===== config.mk =====
export PLATFORM = sky130hd
export DESIGN_NAME = instr_fetch_queue_flat
export DESIGN_NICKNAME = d
export VERILOG_FILES = /design/src/rtl/instr_fetch_queue_if.sv /design/src/rtl/instr_fetch_queue.sv /design/src/flat_wrapper.sv
export SDC_FILE = /design/constraint.sdc
export NUM_CORES = 1
export LEC_CHECK = 0
export CORE_MARGIN = 1
export CORE_UTILIZATION = 58
export DETAILED_ROUTE_END_ITERATION = 16
export GPL_ROUTABILITY_DRIVEN = 1
export PLACE_DENSITY = 0.89
export SLEW_MARGIN = 20
export SYNTH_ARGS = -nofsm -noshare
export SYNTH_HDL_FRONTEND = slang
export SYNTH_SLANG_ARGS = --single-unit

===== constraint.sdc =====
create_clock -name CLK -period 12.1 [get_ports CLK]
set_input_delay 2.42 -clock CLK [delete_from_list [all_inputs] [get_ports CLK]]
set_output_delay 2.42 -clock CLK [all_outputs]
set_load 0.05 [all_outputs]

===== src/rtl/instr_fetch_queue_if.sv =====
// ---------------------------------------------------------------------------
// instr_fetch_queue_if
// Handshake bundle between the fetch stage (IF), the instruction queue and
// the decode stage (ID).
//
// Signals:
//   enq_valid  IF presents a {PC, instruction} entry
//   enq_data   entry payload; [63:32] = PC, [31:0] = instruction
//   enq_ready  queue will accept the entry this cycle
//   deq_ready  ID consumes the head entry this cycle
//   deq_valid  head entry is valid
//   deq_data   head entry payload
//
// Modports:
//   master  the pipeline side (IF producer + ID consumer)
//   slave   the queue itself
// ---------------------------------------------------------------------------
interface instr_fetch_queue_if #(
    parameter int WIDTH = 64
);
    logic             enq_valid;
    logic [WIDTH-1:0] enq_data;
    logic             enq_ready;
    logic             deq_ready;
    logic             deq_valid;
    logic [WIDTH-1:0] deq_data;

    modport master (
        output enq_valid,
        output enq_data,
        input  enq_ready,
        output deq_ready,
        input  deq_valid,
        input  deq_data
    );

    modport slave (
        input  enq_valid,
        input  enq_data,
        output enq_ready,
        input  deq_ready,
        output deq_valid,
        output deq_data
    );
endinterface


===== src/rtl/instr_fetch_queue.sv =====
// ---------------------------------------------------------------------------
// instr_fetch_queue
// Circular FIFO between IF and ID so fetch and decode can run decoupled.
// Each entry is {PC[31:0], instruction[31:0]}. The head entry is presented
// combinationally (first-word fall-through); a freshly written entry becomes
// visible only after the edge that stores it.
//
// Ports:
//   CLK     clock, all state changes on the rising edge
//   RESET   synchronous active-high reset
//   flush   discard every entry (driven by the alternate-PC request)
//   bus     slave side of instr_fetch_queue_if (enq/deq handshakes)
//   count   current occupancy, 0..DEPTH
//   halt    IF must hold its PC because the queue is full
// ---------------------------------------------------------------------------
module instr_fetch_queue #(
    parameter int DEPTH = 8,
    parameter int WIDTH = 64,
    parameter int CNT_W = $clog2(DEPTH + 1)
) (
    input  logic                  CLK,
    input  logic                  RESET,
    input  logic                  flush,
    instr_fetch_queue_if.slave    bus,
    output logic [CNT_W-1:0]      count,
    output logic                  halt
);
    localparam int PTR_W = $clog2(DEPTH);

    logic [WIDTH-1:0] mem [DEPTH];
    logic [PTR_W-1:0] head;
    logic [PTR_W-1:0] tail;
    logic             enqFire;
    logic             deqFire;

    // Status outputs come only from the registered occupancy so that there is
    // no combinational path from deq_ready back to the fetch stage, and no X
    // can reach the control outputs through the storage array.
    always_comb begin
        bus.enq_ready = (count != CNT_W'(DEPTH));
        bus.deq_valid = (count != '0);
        halt          = (count == CNT_W'(DEPTH));
        bus.deq_data  = mem[head];
    end

    // A flush cancels any handshake in the same cycle, so both fires are
    // gated by it; the redirect wins over whatever IF/ID were doing.
    always_comb begin
        enqFire = bus.enq_valid & bus.enq_ready & ~flush;
        deqFire = bus.deq_valid & bus.deq_ready & ~flush;
    end

    // Storage array: written only on an accepted enqueue. Contents are left
    // alone on reset/flush because the pointers alone define what is valid.
    always_ff @(posedge CLK) begin
        if (!RESET && enqFire) begin
            mem[tail] <= bus.enq_data;
        end
    end

    // Pointers and occupancy. Pointers are exactly log2(DEPTH) bits wide so
    // they wrap from DEPTH-1 to 0 on their own; count carries the extra bit
    // that distinguishes full from empty when head == tail.
    always_ff @(posedge CLK) begin
        if (RESET || flush) begin
            head  <= '0;
            tail  <= '0;
            count <= '0;
        end else begin
            if (enqFire) begin
                tail <= tail + PTR_W'(1);
            end
            if (deqFire) begin
                head <= head + PTR_W'(1);
            end
            count <= count + CNT_W'(enqFire) - CNT_W'(deqFire);
        end
    end
endmodule


===== src/flat_wrapper.sv =====
// flat-port wrapper written by rule: the top's interface ports become plain ports
module instr_fetch_queue_flat 
#(
    parameter int DEPTH = 8,
    parameter int WIDTH = 64,
    parameter int CNT_W = $clog2(DEPTH + 1)
)
  (CLK, RESET, flush, count, halt, bus_enq_valid, bus_enq_data, bus_enq_ready, bus_deq_ready, bus_deq_valid, bus_deq_data);
  instr_fetch_queue_if #(.WIDTH(WIDTH)) bus_i ();
  input  logic CLK;
  input  logic RESET;
  input  logic flush;
  output logic [CNT_W-1:0] count;
  output logic halt;
  input wire logic [$bits(bus_i.enq_valid)-1:0] bus_enq_valid;
  input wire logic [$bits(bus_i.enq_data)-1:0] bus_enq_data;
  output wire logic [$bits(bus_i.enq_ready)-1:0] bus_enq_ready;
  input wire logic [$bits(bus_i.deq_ready)-1:0] bus_deq_ready;
  output wire logic [$bits(bus_i.deq_valid)-1:0] bus_deq_valid;
  output wire logic [$bits(bus_i.deq_data)-1:0] bus_deq_data;
  assign bus_i.enq_valid = bus_enq_valid;
  assign bus_i.enq_data = bus_enq_data;
  assign bus_enq_ready = bus_i.enq_ready;
  assign bus_i.deq_ready = bus_deq_ready;
  assign bus_deq_valid = bus_i.deq_valid;
  assign bus_deq_data = bus_i.deq_data;
  instr_fetch_queue #(.DEPTH(DEPTH), .WIDTH(WIDTH), .CNT_W(CNT_W)) u_core (.CLK(CLK), .RESET(RESET), .flush(flush), .bus(bus_i), .count(count), .halt(halt));
endmodule

==> results of run 1 <==
==> cell type report <==
class | count | share of cell area, %
multi-input cells | 250 | 17.29
flip-flops and latches | 525 | 66.68
well taps | 448 | 2.389
repair buffers | 154 | 6.426
clock buffers | 59 | 5.567
diodes | 1 | 0.01066
inverters | 8 | 0.1280
clock inverters | 31 | 1.504
==> state kept, by name (all words and copies together) (netlist names), named ones only <==
register / flops
u_core.head: 3
u_core.tail: 3
u_core.count: 4
u_core.mem: 512
==> worst max-delay path, cell delays in order (launching register included) <==
cell and delay [ns]:
sky130_fd_sc_hd__dfxtp_4 0.93, sky130_fd_sc_hd__buf_4 0.86, sky130_fd_sc_hd__mux4_2 0.42, sky130_fd_sc_hd__mux2_2 0.28
sky130_fd_sc_hd__clkdlybuf4s50_1 0.77
==> synthesized netlist by cell type, types with 4 or more instances <==
library cell               number  area share [%]
sky130_fd_sc_hd__buf_1          8            0.15
sky130_fd_sc_hd__buf_6         12            0.68
sky130_fd_sc_hd__clkbuf_1      13            0.24
sky130_fd_sc_hd__dfxtp_1       13             1.3
sky130_fd_sc_hd__edfxtp_1     512              77
sky130_fd_sc_hd__ha_1           7            0.44
sky130_fd_sc_hd__inv_1          8            0.15
sky130_fd_sc_hd__mux2_2        64             3.6
sky130_fd_sc_hd__mux2i_1        6            0.30
sky130_fd_sc_hd__mux4_2       128              14
sky130_fd_sc_hd__nand2_1       10            0.19
sky130_fd_sc_hd__nand3_1        5            0.13
sky130_fd_sc_hd__nor3_1         6            0.15
sky130_fd_sc_hd__or3_1          4            0.13
==> metrics by stage <==
stage / worst slack [ns] / hold slack (ns)
after floorplan: 2.421 / 0.4560
after global placement: 6.192 / 0.4645
after detailed placement: 6.189 / 0.4740
after CTS: 5.538 / 0.4849
after global routing: 5.566 / 0.5186
final: 5.745 / 0.4841
==> power groups by stage <==
stage / Combinational (uW) / Clock (uW) / Sequential (uW)
2_1_floorplan: 81.1 / 0 / 2050
3_3_place_gp: 158 / 0 / 2050
3_5_place_dp: 162 / 0 / 2050
4_1_cts: 164 / 1590 / 2010
5_1_grt: 171 / 1660 / 2010
6_report: 163 / 1560 / 2010
==> layout by cell type, fill, tap and decap left out, drive strengths merged <==
master           n
or4              1
edfxtp         512
nor2             3
fa               1
mux2            64
nor4             3
clkbuf          59
nand2           10
and2             1
a21boi           2
clkdlybuf4s50  139
clkinvlp         1
dfxtp           13
or3              4
nor3b            1
or3b             1
o211ai           1
buf             15
inv              9
nand3            5
a21o             1
nor3             6
ha               7
clkinv          21
diode            1
o21ai            2
a21oi            1
xor2             1
nand4b           1
mux4           128
mux2i            6
bufinv           8
==> metal layers <==
layer  vias up  track usage, %  share of wire [%]
li1       3826               -                  -
met5         -               0              0.034
met4         2           8.827                3.0
met1      4719           29.54                 39
met3        77           4.165                6.0
met2       348           38.30                 52
==> cell families (layout without fill, tap and decap cells) <==
kind of cell / after synthesis / count (layout) / share of synthesized area [%]
flip-flops: 525 / 525 / 78.49
multiplexers: 198 / 198 / 18.39
buffers and inverters: 46 / 252 / 1.376
AND/OR/NAND/NOR: 36 / 36 / 0.9359
adder cells (fa/ha/maj): 8 / 8 / 0.5402
AO/OA/AOI/OAI: 7 / 7 / 0.2261
XOR/XNOR: 1 / 1 / 0.04398
other: 0 / 1 / 0
==> path summary, 6_finish.rpt <==
check                         startpoint                          end
max                             register             bus_deq_data[63]
min          u_core.head[2]$_SDFFE_PP0P_                     register
max reg2reg   u_core.count[2]$_SDFF_PP0_  u_core.mem[6][59]$_DFFE_PP_
min reg2reg  u_core.head[2]$_SDFFE_PP0P_                     register
==> results.py, run 1 <==
metrics = {
    "detailed_routing": {
        "detail_route.wl_per_cell_um": 26.03,
        "route.vias.total": 8972,
        "drc": 0,
        "dr.pass1.iters": 5,
        "postRouteAntennaNets": 0,
        "drt-total-wl_um": 38430,
        "routed_via_density": 6.079,
        "dr.first_iter.drc_count": 707,
    },
    "sta": {
        "clock-skew-final_ns": 0.01138,
        "setup-violations-final": 0,
        "tns_ns": 0,
        "final.period_utilization_pct": 52.52,
        "fmax_mhz": 157.4,
        "worst_pin_slew_ns": 1.138,
        "rsz0062_at_grt": "no",
        "final_period_demand_of_the_worst_path_ns": 6.355,
        "timing.final.max_slew_violations": 0,
        "timing.slew.headroom_pct": 24.16,
        "hold_viol": 0,
    },
    "final_layout": {
        "instances_no_fill": 1476,
        "final_standard_cell_area_without_fillers_sq_mm": 0.02346,
        "multi_input_area_sq_mm": 0.004058,
        "area_delta_synth_final_pct": 17.79,
        "fill_cells": 1947,
        "design.final.nets": 1065,
        "share_of_cells_above_drive_strength_1_pct": 28.63,
        "regArea_sq_mm": 0.01565,
        "layout.core_utilization_pct": 69.63,
    },
    "power_and_ir_drop": {
        "share_comb_of_total_power_pct": 4.3,
        "total_switching_power_uw": 728.8,
        "fin_total_pwr_uw": 3737,
        "switching_share_pct": 19.50,
        "p_seq_share_pct": 53.8,
        "vdd_ir_drop_max_uv": 106.6,
        "clock_power_share_pct": 41.8,
        "power-per-cell-area_mw_per_mm2": 159.3,
        "power.internal_uw": 3008,
        "power_leakage_uw": 0.007249,
    },
    "floorplan": {
        "num_rows": 67,
        "floorplan.die_area_sq_mm": 0.03509,
        "effective_utilization_at_floorplan_pct": 59.11,
        "ios": 140,
        "dieWidth_um": 187.3,
        "vertical_die_dimension_um": 187.3,
        "coreArea_sq_mm": 0.03370,
    },
    "global_route": {
        "wire_length_of_the_first_global_routing_pass_um": 58700,
        "grt_pass1_vias": 9781,
        "grt.total_usage_pct": 22.67,
        "grt_max_degree": 68,
        "overflow": 0,
        "antenna_found_initial": 2,
    },
    "synth": {
        "synth-edff-count": 512,
        "synth-seq-cells": 525,
        "mappedNetlistArea_sq_mm": 0.01992,
        "ys_async_sr_fraction_pct": 0,
        "synth_top_flop_cell": "sky130_fd_sc_hd__edfxtp_1",
        "synth.yosys.seq_area_share_pct": 78.49,
        "mappedNetlistNets": 898,
        "number_of_synthesis_warnings": 0,
        "postSynthCellCount": 821,
        "distinct_cells_synth": 30,
        "postSynthAreaPerCell_sq_um": 24.26,
    },
    "clocking": {
        "post_cts_resize_count": 0,
        "clk-insertion-delay-late_ns": 0.56,
        "numCtsBuffers": 49,
        "clkTransAtPathRegs_ns": 0.06,
        "clock_tree.htree_level_count": 2,
        "tritoncts_clock_tree": "yes",
        "cts_hold_buffers": 0,
        "ctsLongestPathBuffers": 3,
        "cts_setup_buffers": 0,
        "tritoncts_num_sinks": 525,
        "root_buffer_cell": "sky130_fd_sc_hd__clkbuf_16",
    },
    "critical_path": {
        "end_kind": "output pin",
        "worstPathRequired_ns": 9.68,
        "worst-r2r-cell-count": 7,
        "cp_data_arrival_time_ns": 3.93,
        "path_class": "reg -> out",
        "reg2reg_slack_ns": 9.28,
        "cp-start-kind": "register",
        "worst-path-max-fanout": 67,
    },
    "run_status": {
        "outcome": "complete, no violations",
    },
    "placement": {
        "total_placed_cells_including_tap_cells": 1385,
        "placedInstanceArea_sq_mm": 0.02180,
        "finalWeightedCongestion": 0.7067,
        "place_hpwl_um": 19580,
        "number_of_buffers_inserted_by_port_buffering": 139,
    },
    "flow_run": {
        "maxCapViolations": 0,
    },
    "min_path": {
        "worst_hold_path_type": "reg -> reg",
        "whs_path_cells": 2,
    },
}
Power figures use the tool's default switching activity.
==> inputs of run 2 (changes only) <==
--- a/config.mk
+++ b/config.mk
@@ -6,10 +6,10 @@
 export NUM_CORES = 1
 export LEC_CHECK = 0
 export CORE_MARGIN = 1
-export CORE_UTILIZATION = 58
+export CORE_UTILIZATION = 53
 export DETAILED_ROUTE_END_ITERATION = 16
 export GPL_ROUTABILITY_DRIVEN = 1
-export PLACE_DENSITY = 0.89
+export PLACE_DENSITY = 0.86
 export SLEW_MARGIN = 20
 export SYNTH_ARGS = -nofsm -noshare
 export SYNTH_HDL_FRONTEND = slang
==> constraint.sdc (replaced) <==
create_clock -name CLK -period 5.8 [get_ports CLK]
set_input_delay 1.16 -clock CLK [delete_from_list [all_inputs] [get_ports CLK]]
set_output_delay 1.16 -clock CLK [all_outputs]
set_load 0.05 [all_outputs]
==> run 2 against run 1 <==
Against the previous run:
- clock-buffer cell count is the same
- first-iteration DRC count is 24% lower
- hold slack got worse by 0.0052 ns
- sequential share of layout area down 0.78 points
- cell count grew 2.3%
- largest power group unchanged
- highest routed layer unchanged
==> results.py, run 2 (synthesis gave the netlist of run 1 again) <==
metrics = {
    "detailed_routing": {
        "detail_route.wl_per_cell_um": 24.60,
        "dr.first_iter.drc_count": 534,
        "routed_via_density": 5.907,
        "drc": 0,
        "route.vias.total": 8919,
        "postRouteAntennaNets": 0,
        "dr.pass1.iters": 5,
        "drt-total-wl_um": 37140,
    },
    "final_layout": {
        "fill_cells": 2367,
        "top_regs": "u_core.mem (512), u_core.count (4)",
        "final_cell_mix": "512 x sky130_fd_sc_hd__edfxtp_1, 139 x sky130_fd_sc_hd__clkdlybuf4s50_1, 128 x sky130_fd_sc_hd__mux4_2, 64 x sky130_fd_sc_hd__mux2_2, 52 x sky130_fd_sc_hd__clkbuf_16",
        "largest_register_ff_count": 512,
        "registers.top_by_ff_count": "u_core.mem",
        "area_delta_synth_final_pct": 19.19,
        "layout.core_utilization_pct": 64.54,
        "share_of_cells_above_drive_strength_1_pct": 28.97,
        "commonest_non_fill_non_tap_cell_in_the_layout": "sky130_fd_sc_hd__edfxtp_1",
        "design.final.nets": 1073,
        "final_standard_cell_area_without_fillers_sq_mm": 0.02374,
    },
    "critical_path": {
        "crit_path_top_delay_cell": "sky130_fd_sc_hd__dfxtp_4",
        "worst-path-max-fanout": 31,
        "r2r-end": "u_core.mem[0][25]$_DFFE_PP_",
        "crit_path_leading_delay_family": "buffers and inverters",
        "cp_data_arrival_time_ns": 3.41,
        "slowest_delay_ns": 0.75,
        "path_class": "reg -> out",
        "worstPathBufferInverterCount": 2,
        "end_kind": "output pin",
        "r2r-start": "u_core.count[2]$_SDFF_PP0_",
        "worstPathRequired_ns": 4.64,
        "reg2reg_slack_ns": 2.82,
        "critical_path.cell_chain": "buf_4 -> mux4_2 -> mux2_2 -> clkdlybuf4s50_1",
        "worst-r2r-cell-count": 6,
        "cp-start-kind": "register",
    },
    "min_path": {
        "whs_path_cells": 2,
        "worst_hold_path_type": "reg -> reg",
        "holdCritStartpoint": "u_core.head[2]$_SDFFE_PP0P_",
    },
    "placement": {
        "place_hpwl_um": 19670,
        "number_of_buffers_inserted_by_port_buffering": 139,
        "placedInstanceArea_sq_mm": 0.02196,
        "finalWeightedCongestion": 0.7445,
    },
    "clocking": {
        "cts_hold_buffers": 0,
        "cts_setup_buffers": 0,
        "tritoncts_num_sinks": 525,
        "tritoncts_clock_tree": "yes",
        "clkTransAtPathRegs_ns": 0.06,
        "numCtsBuffers": 51,
        "clk-insertion-delay-late_ns": 0.57,
        "root_buffer_cell": "sky130_fd_sc_hd__clkbuf_16",
        "clock_tree.htree_level_count": 2,
        "post_cts_resize_count": 0,
        "ctsLongestPathBuffers": 3,
    },
    "floorplan": {
        "vertical_die_dimension_um": 195.9,
        "dieWidth_um": 195.9,
        "coreArea_sq_mm": 0.03679,
        "num_rows": 70,
        "floorplan.die_area_sq_mm": 0.03837,
        "effective_utilization_at_floorplan_pct": 54.15,
        "ios": 140,
    },
    "global_route": {
        "grt_pass1_vias": 9533,
        "antenna_found_initial": 5,
        "grt_max_degree": 65,
        "wire_length_of_the_first_global_routing_pass_um": 56540,
        "overflow": 0,
        "globalRouteMet3Util_pct": 3.730,
        "grt_util_met2_pct": 33.97,
        "grt_busiest_layer": "met2",
        "use_met1_pct": 26.88,
        "grt.total_usage_pct": 19.96,
    },
    "sta": {
        "timing.slew.headroom_pct": 42.65,
        "timing.final.max_slew_violations": 0,
        "hold_viol": 0,
        "final.period_utilization_pct": 78.84,
        "rsz0062_at_grt": "no",
        "final_period_demand_of_the_worst_path_ns": 4.573,
        "setup-violations-final": 0,
        "worst_pin_slew_ns": 0.8602,
        "worst_hold_slack_ns": 0.4789,
        "clock-skew-final_ns": 0.02348,
        "fmax_mhz": 218.7,
    },
    "power_and_ir_drop": {
        "power-per-cell-area_mw_per_mm2": 335.5,
        "fin_total_pwr_uw": 7965,
        "vdd_ir_drop_max_uv": 230.9,
        "power_leakage_uw": 0.007338,
    },
    "run_status": {
        "outcome": "complete, no violations",
    },
    "flow_run": {
        "maxCapViolations": 0,
    },
}
[run 2: cell types whose count changed in the layout (fill, tap and decap cells not counted), sizes merged]
| cell | change |
|---|---|
| bufinv | +2 |
| buf | +6 |
| inv | +1 |
| clkinv | +3 |
| diode | +2 |
[run 2: worst max-delay path by stage]
stage | cells past startpoint | slack (ns) | to
5_1_grt | 4 | 1.02 | bus_deq_data[30]
4_1_cts | 4 | 1.12 | bus_deq_data[30]
3_5_place_dp | 5 | 1.63 | u_core.mem[3][31]$_DFFE_PP_
6_report | 4 | 1.23 | bus_deq_data[30]
2_1_floorplan | 6 | -1.13 | u_core.mem[5][0]$_DFFE_PP_
3_3_place_gp | 4 | 1.75 | bus_deq_data[41]
[run 2: routing by layer]
metal	vias to the layer above	share of wire [%]
met5	-	0.059
met4	4	1.4
met3	47	6.0
met2	275	51
met1	4733	41
li1	3860	-
[run 2: layout make-up]
type,instances,area (sq um),area share (%)
clock inverters,37,444.2,1.871
inverters,8,30.03,0.1265
well taps,468,585.6,2.466
diodes,3,7.507,0.03162
clock buffers,59,1328,5.591
multi-input cells,250,4090,17.23
repair buffers,160,1612,6.788
flip-flops and latches,525,15650,65.90
[run 2: tightest hold or removal path, delay by kind of cell (launching register included)]
kind	cells	cell delay [ns]
DFF	1	0.31
and+or+nand+nor	1	0.07
muxes	1	0.06
[run 2: where the power goes]
part	total (uW)	leakage, uW	switching [uW]	internal [uW]
Sequential	4200	0.00472	14.6	4180
Combinational	337	0.00175	204	133
Clock	3430	0.000866	1340	2090
Total	7960	0.00734	1560	6410
[run 2: metrics by stage]
step	worst slack (ns)	std cells	setup TNS, ns
detailed placement	1.633	1411	0
global placement	1.745	1411	0
CTS	1.120	1507	0
global route	1.024	1507	0
finish	1.227	1510	0
floorplan	-1.128	821	-216.60
